$ cat config.mk
export PLATFORM = sky130hd
export DESIGN_NAME = sudoku_grid_loader_flat
export DESIGN_NICKNAME = d
export VERILOG_FILES = /design/src/rtl/sudoku_grid_loader_if.sv /design/src/rtl/sudoku_grid_loader.sv /design/src/flat_wrapper.sv
export SDC_FILE = /design/constraint.sdc
export NUM_CORES = 1
export LEC_CHECK = 0
export CAP_MARGIN = 20
export CORE_ASPECT_RATIO = 0.9
export CORE_MARGIN = 3
export CORE_UTILIZATION = 45
export DETAILED_ROUTE_END_ITERATION = 10
export PLACE_DENSITY = 0.84
export SYNTH_ARGS = -nofsm -noshare
export SYNTH_HDL_FRONTEND = slang
export SYNTH_SLANG_ARGS = --single-unit
$ cat constraint.sdc
create_clock -name uart_sampling_clk -period 10.2 [get_ports uart_sampling_clk]
set_input_delay 1.02 -clock uart_sampling_clk [delete_from_list [all_inputs] [get_ports uart_sampling_clk]]
set_output_delay 1.02 -clock uart_sampling_clk [all_outputs]
set_load 0.1 [all_outputs]
$ cat src/rtl/sudoku_grid_loader_if.sv
// Bundles the UART-side byte strobe, the solver-side grid handshake and the
// loader status outputs into one port.
//   master : byte source / grid consumer (drives byte_ready, uart_byte, grid_ack)
//   slave  : the loader (drives grid_valid, grid, cell_count, frame_err, overrun)
interface sudoku_grid_loader_if #(
  parameter int N_CELLS = 81,
  parameter int CELL_W  = 4,
  parameter int IDX_W   = 7
);
  logic                        byte_ready;
  logic [7:0]                  uart_byte;
  logic                        grid_ack;
  logic                        grid_valid;
  logic [N_CELLS*CELL_W-1:0]   grid;
  logic [IDX_W-1:0]            cell_count;
  logic                        frame_err;
  logic                        overrun;

  modport master (
    output byte_ready, uart_byte, grid_ack,
    input  grid_valid, grid, cell_count, frame_err, overrun
  );

  modport slave (
    input  byte_ready, uart_byte, grid_ack,
    output grid_valid, grid, cell_count, frame_err, overrun
  );
endinterface

$ cat src/rtl/sudoku_grid_loader.sv
// Parses ASCII puzzle text arriving from the UART receiver into a packed grid
// of N_CELLS cells (CELL_W bits each, 0 = empty) and offers the completed grid
// to the solver with a valid/ack handshake. Single clock domain.
// Ports:
//   uart_sampling_clk : clock
//   rst               : asynchronous reset, active-high
//   bus (slave)       : byte_ready/uart_byte in, grid_ack in,
//                       grid_valid/grid/cell_count/frame_err/overrun out
// Characters: '1'..'9' give a value, '0' or '.' give an empty cell,
// space/CR/LF/',' are skipped, anything else is a framing error that is
// cleared only by an LF.
module sudoku_grid_loader #(
  parameter int N_CELLS = 81,
  parameter int CELL_W  = 4,
  parameter int IDX_W   = 7
) (
  input  logic                  uart_sampling_clk,
  input  logic                  rst,
  sudoku_grid_loader_if.slave   bus
);

  typedef enum logic [1:0] {
    S_LOAD = 2'd0,
    S_FULL = 2'd1,
    S_ERR  = 2'd2
  } state_t;

  state_t                      r_state;
  state_t                      w_next_state;
  logic                        r_byte_ready_q;
  logic [N_CELLS*CELL_W-1:0]   r_grid;
  logic [IDX_W-1:0]            r_cell_count;
  logic                        r_grid_valid;
  logic                        r_overrun;

  logic                        w_strb;
  logic                        w_is_cell;
  logic                        w_is_skip;
  logic                        w_is_bad;
  logic                        w_is_lf;
  logic                        w_last;
  logic [7:0]                  w_digit_off;
  logic [CELL_W-1:0]           w_value;

  // A level held for several cycles must count as a single byte.
  assign w_strb = bus.byte_ready & ~r_byte_ready_q;
  assign w_last = (r_cell_count == IDX_W'(N_CELLS - 1));

  // Character classification of the byte on the bus.
  always_comb begin
    w_is_cell   = 1'b0;
    w_is_skip   = 1'b0;
    w_value     = '0;
    w_digit_off = bus.uart_byte - 8'h30;
    if (bus.uart_byte >= 8'h31 && bus.uart_byte <= 8'h39) begin
      w_is_cell = 1'b1;
      w_value   = w_digit_off[CELL_W-1:0];
    end else if (bus.uart_byte == 8'h30 || bus.uart_byte == 8'h2E) begin
      w_is_cell = 1'b1;
    end else if (bus.uart_byte == 8'h20 || bus.uart_byte == 8'h0D ||
                 bus.uart_byte == 8'h0A || bus.uart_byte == 8'h2C) begin
      w_is_skip = 1'b1;
    end
    w_is_bad = ~w_is_cell & ~w_is_skip;
    w_is_lf  = (bus.uart_byte == 8'h0A);
  end

  always_comb begin
    w_next_state = r_state;
    case (r_state)
      S_LOAD: begin
        if (w_strb && w_is_cell && w_last) w_next_state = S_FULL;
        else if (w_strb && w_is_bad)       w_next_state = S_ERR;
      end
      S_FULL: begin
        if (bus.grid_ack) w_next_state = S_LOAD;
      end
      S_ERR: begin
        if (w_strb && w_is_lf) w_next_state = S_LOAD;
      end
      default: w_next_state = S_LOAD;
    endcase
  end

  always_ff @(posedge uart_sampling_clk or posedge rst) begin
    if (rst) r_state <= S_LOAD;
    else     r_state <= w_next_state;
  end

  always_ff @(posedge uart_sampling_clk or posedge rst) begin
    if (rst) begin
      r_byte_ready_q <= 1'b0;
      r_grid         <= '0;
      r_cell_count   <= '0;
      r_grid_valid   <= 1'b0;
      r_overrun      <= 1'b0;
    end else begin
      r_byte_ready_q <= bus.byte_ready;
      // Any strobe while full is dropped, even alongside grid_ack.
      r_overrun      <= (r_state == S_FULL) && w_strb;
      case (r_state)
        S_LOAD: begin
          if (w_strb && w_is_cell) begin
            // Decoded write keeps the cell index in range for every count value.
            for (int unsigned k = 0; k < N_CELLS; k++) begin
              if (r_cell_count == IDX_W'(k)) r_grid[k*CELL_W +: CELL_W] <= w_value;
            end
            r_cell_count <= r_cell_count + 1'b1;
            if (w_last) r_grid_valid <= 1'b1;
          end else if (w_strb && w_is_bad) begin
            r_cell_count <= '0;
          end
        end
        S_FULL: begin
          if (bus.grid_ack) begin
            r_grid_valid <= 1'b0;
            r_cell_count <= '0;
          end
        end
        S_ERR: begin
          if (w_strb && w_is_lf) r_cell_count <= '0;
        end
        default: r_cell_count <= '0;
      endcase
    end
  end

  assign bus.grid       = r_grid;
  assign bus.cell_count = r_cell_count;
  assign bus.grid_valid = r_grid_valid;
  assign bus.overrun    = r_overrun;
  assign bus.frame_err  = (r_state == S_ERR);

endmodule

$ cat src/flat_wrapper.sv
// flat-port wrapper written by rule: the top's interface ports become plain ports
module sudoku_grid_loader_flat 
#(
  parameter int N_CELLS = 81,
  parameter int CELL_W  = 4,
  parameter int IDX_W   = 7
)
  (uart_sampling_clk, rst, bus_byte_ready, bus_uart_byte, bus_grid_ack, bus_grid_valid, bus_grid, bus_cell_count, bus_frame_err, bus_overrun);
  sudoku_grid_loader_if #(.N_CELLS(N_CELLS), .CELL_W(CELL_W), .IDX_W(IDX_W)) bus_i ();
  input  logic uart_sampling_clk;
  input  logic rst;
  input wire logic [$bits(bus_i.byte_ready)-1:0] bus_byte_ready;
  input wire logic [$bits(bus_i.uart_byte)-1:0] bus_uart_byte;
  input wire logic [$bits(bus_i.grid_ack)-1:0] bus_grid_ack;
  output wire logic [$bits(bus_i.grid_valid)-1:0] bus_grid_valid;
  output wire logic [$bits(bus_i.grid)-1:0] bus_grid;
  output wire logic [$bits(bus_i.cell_count)-1:0] bus_cell_count;
  output wire logic [$bits(bus_i.frame_err)-1:0] bus_frame_err;
  output wire logic [$bits(bus_i.overrun)-1:0] bus_overrun;
  assign bus_i.byte_ready = bus_byte_ready;
  assign bus_i.uart_byte = bus_uart_byte;
  assign bus_i.grid_ack = bus_grid_ack;
  assign bus_grid_valid = bus_i.grid_valid;
  assign bus_grid = bus_i.grid;
  assign bus_cell_count = bus_i.cell_count;
  assign bus_frame_err = bus_i.frame_err;
  assign bus_overrun = bus_i.overrun;
  sudoku_grid_loader #(.N_CELLS(N_CELLS), .CELL_W(CELL_W), .IDX_W(IDX_W)) u_core (.uart_sampling_clk(uart_sampling_clk), .rst(rst), .bus(bus_i));
endmodule
==> reports/metrics.csv, run 1 <==
stage,metric,value,unit
detailed_routing,drc_errors,0,
setup_path,startpoint_type,input port,
final_layout,final_cell_mix,"clkdlybuf4s50_1, dfrtp_1, mux2_2",
setup_path,worst_setup_path_end_kind,flop,
status,status,completed,
synth,syn_area_per_cell,14.2,sq um
setup_path,r2r_cells,4,
clock_tree,ctsLongestPathBuffers,3,
clock_tree,cts.repair.resized,0,
detailed_routing,totalWireLength,39500,um
detailed_routing,dr_total_vias,9258,
final_layout,layout_commonest_cell,clkdlybuf4s50_1,
timing,fmax,242,MHz
power_and_ir_drop,vdd_ir_drop_max,0.109,mV
synth,yosysWarningCount,0,
final_layout,nets,1339,
global_routing,grt.busiest_layer,met2,
clock_tree,numCtsBuffers,36,
global_routing,grt_usage,0.237,
timing,final.period_utilization,0.406,
timing,setup_violations,0,
setup_path,cp-endpoint,u_core.bus.grid[152]$_DFFE_PP0P_,
detailed_routing,viasPerCell,5.29,
global_routing,grt_max_degree,168,
setup_path,crit_fanout,27,
global_routing,grt_pass1_wl,60800,um
clock_tree,clkSinkCount,336,
global_routing,grtUsageMet3,0.0744,
timing,relSlewSlack,0.270,
timing,rsz0062_at_grt,no,
global_routing,globalRouteMet2Util,0.375,
detailed_routing,first_pass_iters,5,
timing,finalMaxSlewViolations,0,
final_layout,final_util,0.625,
placed_design,gp_congestion,0.834,
synth,ys_async_sr_fraction,1.00,
synth,synthCells,984,
clock_tree,ctsHoldBuffers,0,
clock_tree,cts_setup_buffers,0,
setup_path,critPathLaunch,bus_uart_byte[4],
synth,seq_area_frac_synth,0.603,
die,die_area,0.0331,sq mm
detailed_routing,ant_nets,0,
clock_tree,cts_root_buffer,clkbuf_16,
worst_hold_path,hp-class,reg -> reg,
synth,synth.distinct_cells,55,
detailed_routing,post_drt_wl_per_cell,22.5,um
power_and_ir_drop,total_power,0.00266,W
flow_run,cap_violations,0,
setup_path,crit-reg2reg-capture,u_core.bus.grid[205]$_DFFE_PP0P_,
die,rows,60,
clock_tree,clk_pin_slew,0.06,ns
synth,synth-seq-cells,336,
final_layout,layoutNonFillerInstCount,1751,
setup_path,r2r_slack,7.25,ns
timing,setup_tns,0,ns
power_and_ir_drop,p_leak,8.65,nW
die,coreArea,0.0302,sq mm
placed_design,dp.cells,1688,
timing,finalClockSkew,0.0202,ns
setup_path,r2r_start,u_core.bus.cell_count[3]$_DFFE_PP0P_,
die,die_h,173,um
final_layout,drive_gt1_frac,0.275,
final_layout,syn_to_final_growth,35.1,%
timing,worst_slew_pin_slew,1.09,ns
setup_path,arrival,4.53,ns
timing,hold_viol_final,0,
setup_path,required,10.59,ns
die,dieWidth,192,um
global_routing,grt_pass1_vias,9630,
die,start_util,0.462,
die,io_pins,346,
synth,synthesis.nets,1000,
setup_path,criticalPathCategory,in -> reg,
timing,min_period,4.14,ns
final_layout,diodes,0,
global_routing,antenna_found_initial,0,
global_routing,globalRouteMet1Util,0.317,
placed_design,dpl.hpwl,27100,um
global_routing,grt_overflow_total,0,
placed_design,io_buffer_count,345,
clock_tree,clock_latency,0.51,ns
synth,synth_edf_count,0,
clock_tree,cts_tree,done,
timing,whs,0.476,ns
power_and_ir_drop,power.density,141,mW/mm^2
detailed_routing,drt_iter0_markers,459,
synth,ys.flop_type,dfrtp_1,
clock_tree,h-tree-depth,2,
synth,syn_area,0.0139,sq mm
-- power breakdown --
| group | internal (W) | switching, W |
|---|---|---|
| combinational | 0.0000146 | 0.0000612 |
| clock | 0.000727 | 0.000515 |
| sequential | 0.00133 | 0.00000367 |
| total | 0.00208 | 0.000580 |
-- per-layer routing --
layer	wire (um)	share of wire
met3	3310	0.084
met4	1100	0.028
met5	0	0
met1	16700	0.42
met2	18400	0.47
-- synth_stat cells (all sizes together) (2+ instances only) --
master | n | area share
mux2 | 260 | 0.22
nor3 | 2 | 0.00072
nand3 | 7 | 0.0034
nor2 | 77 | 0.051
nand4 | 26 | 0.016
nor4b | 3 | 0.0040
dfrtp | 336 | 0.60
nor3b | 4 | 0.0033
and2 | 14 | 0.0063
inv | 6 | 0.0016
ha | 4 | 0.0036
and3 | 3 | 0.0013
clkbuf | 29 | 0.0078
a41oi | 3 | 0.0019
nand2b | 2 | 0.00090
buf | 21 | 0.011
a21oi | 4 | 0.0014
and4 | 4 | 0.0027
nor2b | 2 | 0.00090
o21ai | 70 | 0.025
nand2 | 89 | 0.024
-- cells by family after synthesis --
logic type / synth area share
muxes: 0.219
and+or+nand+nor: 0.119
DFF: 0.603
buffers and inverters: 0.0203
AOI/OAI and AO/OA: 0.0352
adders and majority gates: 0.00359
-- worst min-delay path by stage --
stage                     depth (start not counted)                             start  slack [ns]                               end
final                                             2  u_core.bus.grid[306]$_DFFE_PP0P_        0.48  u_core.bus.grid[306]$_DFFE_PP0P_
after detailed placement                          2  u_core.bus.grid[306]$_DFFE_PP0P_        0.47  u_core.bus.grid[306]$_DFFE_PP0P_
after global routing                              2  u_core.bus.grid[289]$_DFFE_PP0P_        0.50  u_core.bus.grid[289]$_DFFE_PP0P_
after CTS                                         2  u_core.bus.grid[306]$_DFFE_PP0P_        0.48  u_core.bus.grid[306]$_DFFE_PP0P_
after floorplan                                   2     u_core.r_state[0]$_DFFE_PP0P_        0.62     u_core.r_state[1]$_DFFE_PP0P_
after global placement                            2  u_core.bus.grid[264]$_DFFE_PP0P_        0.46  u_core.bus.grid[264]$_DFFE_PP0P_
-- stage by stage --
step,area [sq um],worst slack [ns]
after global routing,18800,5.85
after floorplan,14000,4.69
after CTS,18800,6.09
after global placement,17700,5.71
after detailed placement,17700,5.58
final,18800,6.06
-- layout make-up --
type	count	area, sq um
fill	2269	11300
sequential	336	8410
multi-input combinational	592	5280
timing repair buffer	351	3510
clock buffer	56	1080
tap	403	504
clock inverter	7	45.0
inverter	6	26.3
-- critical path, cell delays in order --
cell and delay, ns:
clkdlybuf4s50_1 0.57, nor3b_4 0.33, a32o_2 0.71, nand4_4 0.88
nor2_1 0.58, mux2_2 0.39
-- registers in the layout, indices dropped and copies added (netlist names) --
name / flops
u_core.bus.cell_count: 7
u_core.bus.grid: 324
u_core.bus.grid_valid: 1
u_core.r_state: 2
u_core.r_byte_ready_q: 1
u_core.bus.overrun: 1
No activity file was read; power rests on OpenSTA's default activity.
==> run 2, diff against run 1 <==
--- a/config.mk
+++ b/config.mk
@@ -8,9 +8,9 @@
 export CAP_MARGIN = 20
 export CORE_ASPECT_RATIO = 0.9
 export CORE_MARGIN = 3
-export CORE_UTILIZATION = 45
+export CORE_UTILIZATION = 50
 export DETAILED_ROUTE_END_ITERATION = 10
-export PLACE_DENSITY = 0.84
+export PLACE_DENSITY = 0.88
 export SYNTH_ARGS = -nofsm -noshare
 export SYNTH_HDL_FRONTEND = slang
 export SYNTH_SLANG_ARGS = --single-unit
==> constraint.sdc (replaced) <==
create_clock -name uart_sampling_clk -period 4.3 [get_ports uart_sampling_clk]
set_input_delay 0.43 -clock uart_sampling_clk [delete_from_list [all_inputs] [get_ports uart_sampling_clk]]
set_output_delay 0.43 -clock uart_sampling_clk [all_outputs]
set_load 0.1 [all_outputs]
==> reports/metrics.csv, run 2 (synthesis gave the netlist of run 1 again) <==
stage,metric,value,unit,change
status,status,completed,,
power_and_ir_drop,intPower,0.00494,W,+140%
power_and_ir_drop,vdd_ir_drop_max,0.308,mV,+180%
die,die_h,164,um,-5.0%
final_layout,drive_gt1_frac,0.278,,+0.00309
final_layout,largest_register_ffs,324,,unchanged
timing,final.period_utilization,0.753,,
power_and_ir_drop,p_seq_frac,0.503,,about the same
detailed_routing,post_drt_wl_per_cell,23.6,um,+4.6%
timing,finalClockSkew,0.0103,ns,-0.00986 ns
timing,min_period,3.24,ns,
timing,setup_violations,0,,unchanged
worst_hold_path,hold_depth,1,,-1
setup_path,worst_setup_path_end_kind,flop,,
placed_design,dpl.hpwl,27500,um,+1.7%
global_routing,grt_pass1_vias,9923,,+3.0%
clock_tree,clock_latency,0.52,ns,about the same
final_layout,layout_commonest_cell,clkdlybuf4s50_1,,
die,rows,57,,-5.0%
setup_path,crit_fanout,27,,unchanged
final_layout,syn_to_final_growth,35.5,%,
die,start_util,0.512,,+0.0498
timing,relSlewSlack,0.269,,-0.00135
power_and_ir_drop,p_comb_frac,0.030,,about the same
clock_tree,cts_root_buffer,clkbuf_16,,
timing,worst_slew_pin_slew,1.09,ns,+0.00202 ns
clock_tree,numCtsBuffers,35,,-2.8%
timing,fmax,309,MHz,
global_routing,grt_pass1_wl,61300,um,+0.92%
power_and_ir_drop,power_frac_clock,0.467,,about the same
setup_path,worst-path-buf-inv,1,,unchanged
flow_run,cap_violations,0,,unchanged
timing,hold_viol_final,0,,unchanged
setup_path,arrival,3.64,ns,-0.89 ns
clock_tree,h-tree-depth,2,,unchanged
global_routing,antenna_found_initial,0,,unchanged
setup_path,criticalPathCategory,in -> reg,,
setup_path,critical_path_depth,6,,unchanged
clock_tree,cts.repair.resized,0,,unchanged
global_routing,grt_max_degree,91,,-46%
power_and_ir_drop,total_power,0.00631,W,+140%
setup_path,r2r_cells,4,,unchanged
worst_hold_path,hp-class,in -> reg,,
die,io_pins,346,,unchanged
timing,finalMaxSlewViolations,0,,unchanged
detailed_routing,totalWireLength,40200,um,+1.9%
detailed_routing,first_pass_iters,5,,unchanged
power_and_ir_drop,p_leak,8.70,nW,+0.56%
die,dieWidth,182,um,-5.0%
clock_tree,clk_pin_slew,0.06,ns,about the same
setup_path,crit_family,simple AND/OR/NAND/NOR gates,,
clock_tree,cts_tree,done,,
detailed_routing,ant_nets,0,,unchanged
final_layout,final_cell_mix,"clkdlybuf4s50_1, dfrtp_1, mux2_2",,
clock_tree,ctsLongestPathBuffers,3,,unchanged
final_layout,diodes,0,,unchanged
die,coreArea,0.0272,sq mm,-9.7%
setup_path,slowest_delay,0.66,ns,-0.22 ns
detailed_routing,viasPerCell,5.53,,+4.6%
setup_path,required,4.70,ns,-5.89 ns
timing,rsz0062_at_grt,no,,
timing,whs,0.428,ns,-0.0483 ns
die,die_area,0.0299,sq mm,-9.7%
final_layout,final_util,0.694,,+0.0693
detailed_routing,dr_total_vias,9427,,+1.8%
placed_design,gp_congestion,0.869,,+4.2%
detailed_routing,drc_errors,0,,unchanged
power_and_ir_drop,power.density,334,mW/mm^2,+140%
clock_tree,clkSinkCount,336,,unchanged
clock_tree,ctsHoldBuffers,0,,unchanged
global_routing,grt_overflow_total,0,,unchanged
power_and_ir_drop,p_sw,0.00137,W,+140%
clock_tree,cts_setup_buffers,0,,unchanged
setup_path,crit_chain,clkdlybuf4s50_1 > o21ai_1 > a32o_2 > nand4_4 > nor2_1 > mux2_2,,
placed_design,io_buffer_count,345,,unchanged
power_and_ir_drop,switching_share,0.218,,-0.000699
detailed_routing,drt_iter0_markers,511,,+11%
setup_path,slowest_stage,a32o_2,,
setup_path,startpoint_type,input port,,
final_layout,nets,1344,,+0.37%
global_routing,grt_usage,0.266,,+0.0288
-- run 2: cell count changes in the layout (fill, tap and decap cells not counted) --
cell	delta
clkbuf_1	-2
and2_4	-1
buf_12	+7
clkbuf_8	-2
clkbuf_16	-2
bufinv_16	+2
inv_6	+1
clkinv_4	+1
and2_2	+1
buf_4	-1
clkinvlp_4	-1
-- run 2: metrics by stage --
step | setup TNS (ns) | instances | instance area (sq um) | worst slack, ns
after floorplan | -208.52 | 984 | 14000 | -0.621
after global placement | 0 | 1645 | 17800 | 0.653
after detailed placement | 0 | 1645 | 17800 | 0.529
after CTS | 0 | 1705 | 18900 | 1.09
after global routing | 0 | 1705 | 18900 | 0.871
final | 0 | 1705 | 18900 | 1.06
-- run 2: final timing paths --
check / endpoint / from / slack, ns
setup / recovery: u_core.bus.grid[218]$_DFFE_PP0P_ / bus_uart_byte[2] / 1.06
hold / removal: u_core.r_byte_ready_q$_DFF_PP0_ / bus_byte_ready / 0.43
setup reg to reg: u_core.bus.grid[199]$_DFFE_PP0P_ / u_core.bus.cell_count[3]$_DFFE_PP0P_ / 1.50
hold reg to reg: u_core.bus.grid[305]$_DFFE_PP0P_ / u_core.bus.grid[305]$_DFFE_PP0P_ / 0.48
max in group asynchronous: u_core.bus.grid[100]$_DFFE_PP0P_ / rst / 2.87
min in group asynchronous: u_core.bus.grid[320]$_DFFE_PP0P_ / rst / 0.49
-- run 2: layout make-up --
cell class              instances  area [sq um]
multi-input cells             592          5270
inverters                       6          26.3
clock buffers                  50           992
repair buffers                357          3640
fillers                      1858          8340
flip-flops and latches        336          8410
clock inverters                10           115
well taps                     354           443
-- run 2: layer usage --
metal	share of wire	wire length, um	vias up	GRT usage
met5	0	0	-	0
met4	0.026	1050	0	0.0717
met3	0.093	3750	69	0.0846
met2	0.48	19400	395	0.439
met1	0.40	16000	4814	0.343
li1	-	-	4149	-
-- run 2: worst register-to-register path, cell delays in order (launching register included) --
cell	delay (ns)
dfrtp_1	0.58
nor4_2	0.75
nand2_1	0.53
nor2_2	0.43
mux2_2	0.39
-- run 2: power by group through the flow --
stage                     clock (W)  sequential, W  combinational [W]
after detailed placement          0        0.00323           0.000191
after global placement            0        0.00323           0.000186
after global routing        0.00312        0.00317           0.000207
final                       0.00295        0.00317           0.000190
after CTS                   0.00301        0.00317           0.000192
after floorplan                   0        0.00326          0.0000963
==> run 3, diff against run 2 <==
--- a/config.mk
+++ b/config.mk
@@ -8,9 +8,9 @@
 export CAP_MARGIN = 20
 export CORE_ASPECT_RATIO = 0.9
 export CORE_MARGIN = 3
-export CORE_UTILIZATION = 50
+export CORE_UTILIZATION = 45
 export DETAILED_ROUTE_END_ITERATION = 10
-export PLACE_DENSITY = 0.88
+export PLACE_DENSITY = 0.84
 export SYNTH_ARGS = -nofsm -noshare
 export SYNTH_HDL_FRONTEND = slang
 export SYNTH_SLANG_ARGS = --single-unit
==> constraint.sdc (replaced) <==
create_clock -name uart_sampling_clk -period 2.85 [get_ports uart_sampling_clk]
set_input_delay 0.285 -clock uart_sampling_clk [delete_from_list [all_inputs] [get_ports uart_sampling_clk]]
set_output_delay 0.285 -clock uart_sampling_clk [all_outputs]
set_load 0.1 [all_outputs]
==> reports/metrics.csv, run 3 (synthesis gave the netlist of run 1 again) <==
stage,metric,value,unit,change
clock_tree,ctsLongestPathBuffers,3,,unchanged
detailed_routing,viasPerCell,5.30,,-4.2%
setup_path,slowest_delay,0.59,ns,-0.07 ns
final_layout,layoutNonFillerInstCount,1791,,+5.0%
setup_path,criticalPathCategory,reg -> reg,,
setup_path,arrival,3.06,ns,-0.58 ns
timing,rsz0062_at_grt,no,,
setup_path,r2r_slack,0.18,ns,-1.32 ns
clock_tree,clkSinkCount,336,,unchanged
global_routing,antenna_found_initial,0,,unchanged
detailed_routing,dr_total_vias,9486,,+0.63%
clock_tree,cts.repair.resized,0,,unchanged
timing,min_period,2.67,ns,
clock_tree,clk_pin_slew,0.06,ns,about the same
die,io_pins,346,,unchanged
clock_tree,cts_root_buffer,clkbuf_16,,
detailed_routing,drc_errors,0,,unchanged
clock_tree,numCtsBuffers,36,,+2.9%
die,die_h,173,um,+5.2%
clock_tree,h-tree-depth,2,,unchanged
die,dieWidth,192,um,+5.2%
setup_path,crit_fanout,16,,-41%
final_layout,layout_commonest_cell,buf_4,,
timing,setup_tns,0,ns,unchanged
timing,setup_violations,0,,unchanged
global_routing,grt_usage,0.236,,-0.0299
setup_path,crit_chain,nor4_2 > buf_4 > nand2_1 > nor2_1 > mux2_2,,
global_routing,grt_pass1_wl,61100,um,-0.30%
setup_path,required,3.24,ns,-1.46 ns
global_routing,grt_pass1_vias,9940,,+0.17%
flow_run,cap_violations,0,,unchanged
final_layout,syn_to_final_growth,31.9,%,
die,rows,60,,+5.3%
power_and_ir_drop,vdd_ir_drop_max,0.455,mV,+48%
detailed_routing,first_pass_iters,5,,unchanged
power_and_ir_drop,total_power,0.00945,W,+50%
clock_tree,cts_setup_buffers,0,,unchanged
setup_path,slowest_stage,dfrtp_1,,
final_layout,diodes,0,,unchanged
detailed_routing,totalWireLength,39000,um,-3.1%
die,die_area,0.0331,sq mm,+11%
final_layout,largest_register_ffs,324,,unchanged
power_and_ir_drop,power.density,514,mW/mm^2,+54%
timing,finalMaxSlewViolations,0,,unchanged
timing,finalClockSkew,0.0114,ns,+0.00106 ns
placed_design,dp.cells,1727,,+5.0%
placed_design,dpl.hpwl,27800,um,+1.1%
placed_design,io_buffer_count,345,,unchanged
clock_tree,clock_latency,0.51,ns,about the same
timing,final.period_utilization,0.937,,
global_routing,grt_max_degree,150,,+65%
timing,hold_viol_final,0,,unchanged
clock_tree,cts_tree,done,,
timing,relSlewSlack,0.433,,+0.163
power_and_ir_drop,p_leak,9.54,nW,+9.7%
detailed_routing,ant_nets,0,,unchanged
timing,fmax,374,MHz,
final_layout,final_cell_mix,"buf_4, dfrtp_1, mux2_2",,
placed_design,gp_congestion,0.852,,-2.0%
detailed_routing,drt_iter0_markers,433,,-15%
timing,worst_slew_pin_slew,0.851,ns,-0.242 ns
final_layout,drive_gt1_frac,0.535,,+0.256
setup_path,worst_setup_path_end_kind,flop,,
die,coreArea,0.0302,sq mm,+11%
global_routing,grt_overflow_total,0,,unchanged
die,start_util,0.462,,-0.0498
worst_hold_path,hp-class,in -> async,,
clock_tree,ctsHoldBuffers,0,,unchanged
status,status,completed,,
detailed_routing,post_drt_wl_per_cell,21.7,um,-7.8%
setup_path,startpoint_type,flop,,
final_layout,nets,1378,,+2.5%
[run 3: final cells by class]
cell class / count / area, sq um
repair buffers: 390 / 3080
well taps: 403 / 504
clock buffers: 56 / 1050
clock inverters: 8 / 50.0
fillers: 2344 / 11800
multi-input cells: 592 / 5270
flip-flops and latches: 336 / 8410
inverters: 6 / 26.3
[run 3: critical path, delay by kind of cell (launching register included)]
family / cells / cell delay, ns
buffers and inverters: 1 / 0.22
AND/OR/NAND/NOR: 3 / 1.34
multiplexers: 1 / 0.39
flip-flops: 1 / 0.59
[run 3: worst paths after layout]
path	endpoint	startpoint	depth (start not counted)
min in group uart_sampling_clk	u_core.r_byte_ready_q$_DFF_PP0_	bus_byte_ready	1
max	u_core.bus.grid[138]$_DFFE_PP0P_	u_core.bus.cell_count[3]$_DFFE_PP0P_	5
min	u_core.bus.grid[210]$_DFFE_PP0P_	rst	3
max reg2reg	u_core.bus.grid[138]$_DFFE_PP0P_	u_core.bus.cell_count[3]$_DFFE_PP0P_	5
max in group asynchronous	u_core.bus.grid[45]$_DFFE_PP0P_	rst	3
min reg2reg	u_core.bus.grid[259]$_DFFE_PP0P_	u_core.bus.grid[259]$_DFFE_PP0P_	2
[run 3: metrics by stage]
stage | area (sq um) | hold WS, ns | worst slack (ns) | util
global route | 18400 | 0.302 | 0.0567 | 0.609
floorplan | 14000 | 0.316 | -1.93 | -
detailed placement | 17300 | 0.472 | 0.107 | 0.573
finish | 18400 | 0.294 | 0.179 | 0.609
CTS | 18400 | 0.285 | 0.217 | 0.609
global placement | 17300 | 0.464 | 0.170 | 0.573
[run 3: report_power, final]
| group | internal (W) | total [W] | switching, W |
|---|---|---|---|
| Combinational | 0.0000654 | 0.000286 | 0.000221 |
| Sequential | 0.00478 | 0.00479 | 0.0000146 |
| Clock | 0.00253 | 0.00437 | 0.00184 |
[run 3: metal layers]
metal | routed length [um] | vias up | global-route usage
met5 | 0 | - | 0
met4 | 1020 | 0 | 0.0602
met3 | 3100 | 62 | 0.0635
met2 | 18300 | 343 | 0.375
met1 | 16600 | 4872 | 0.323
li1 | - | 4209 | -
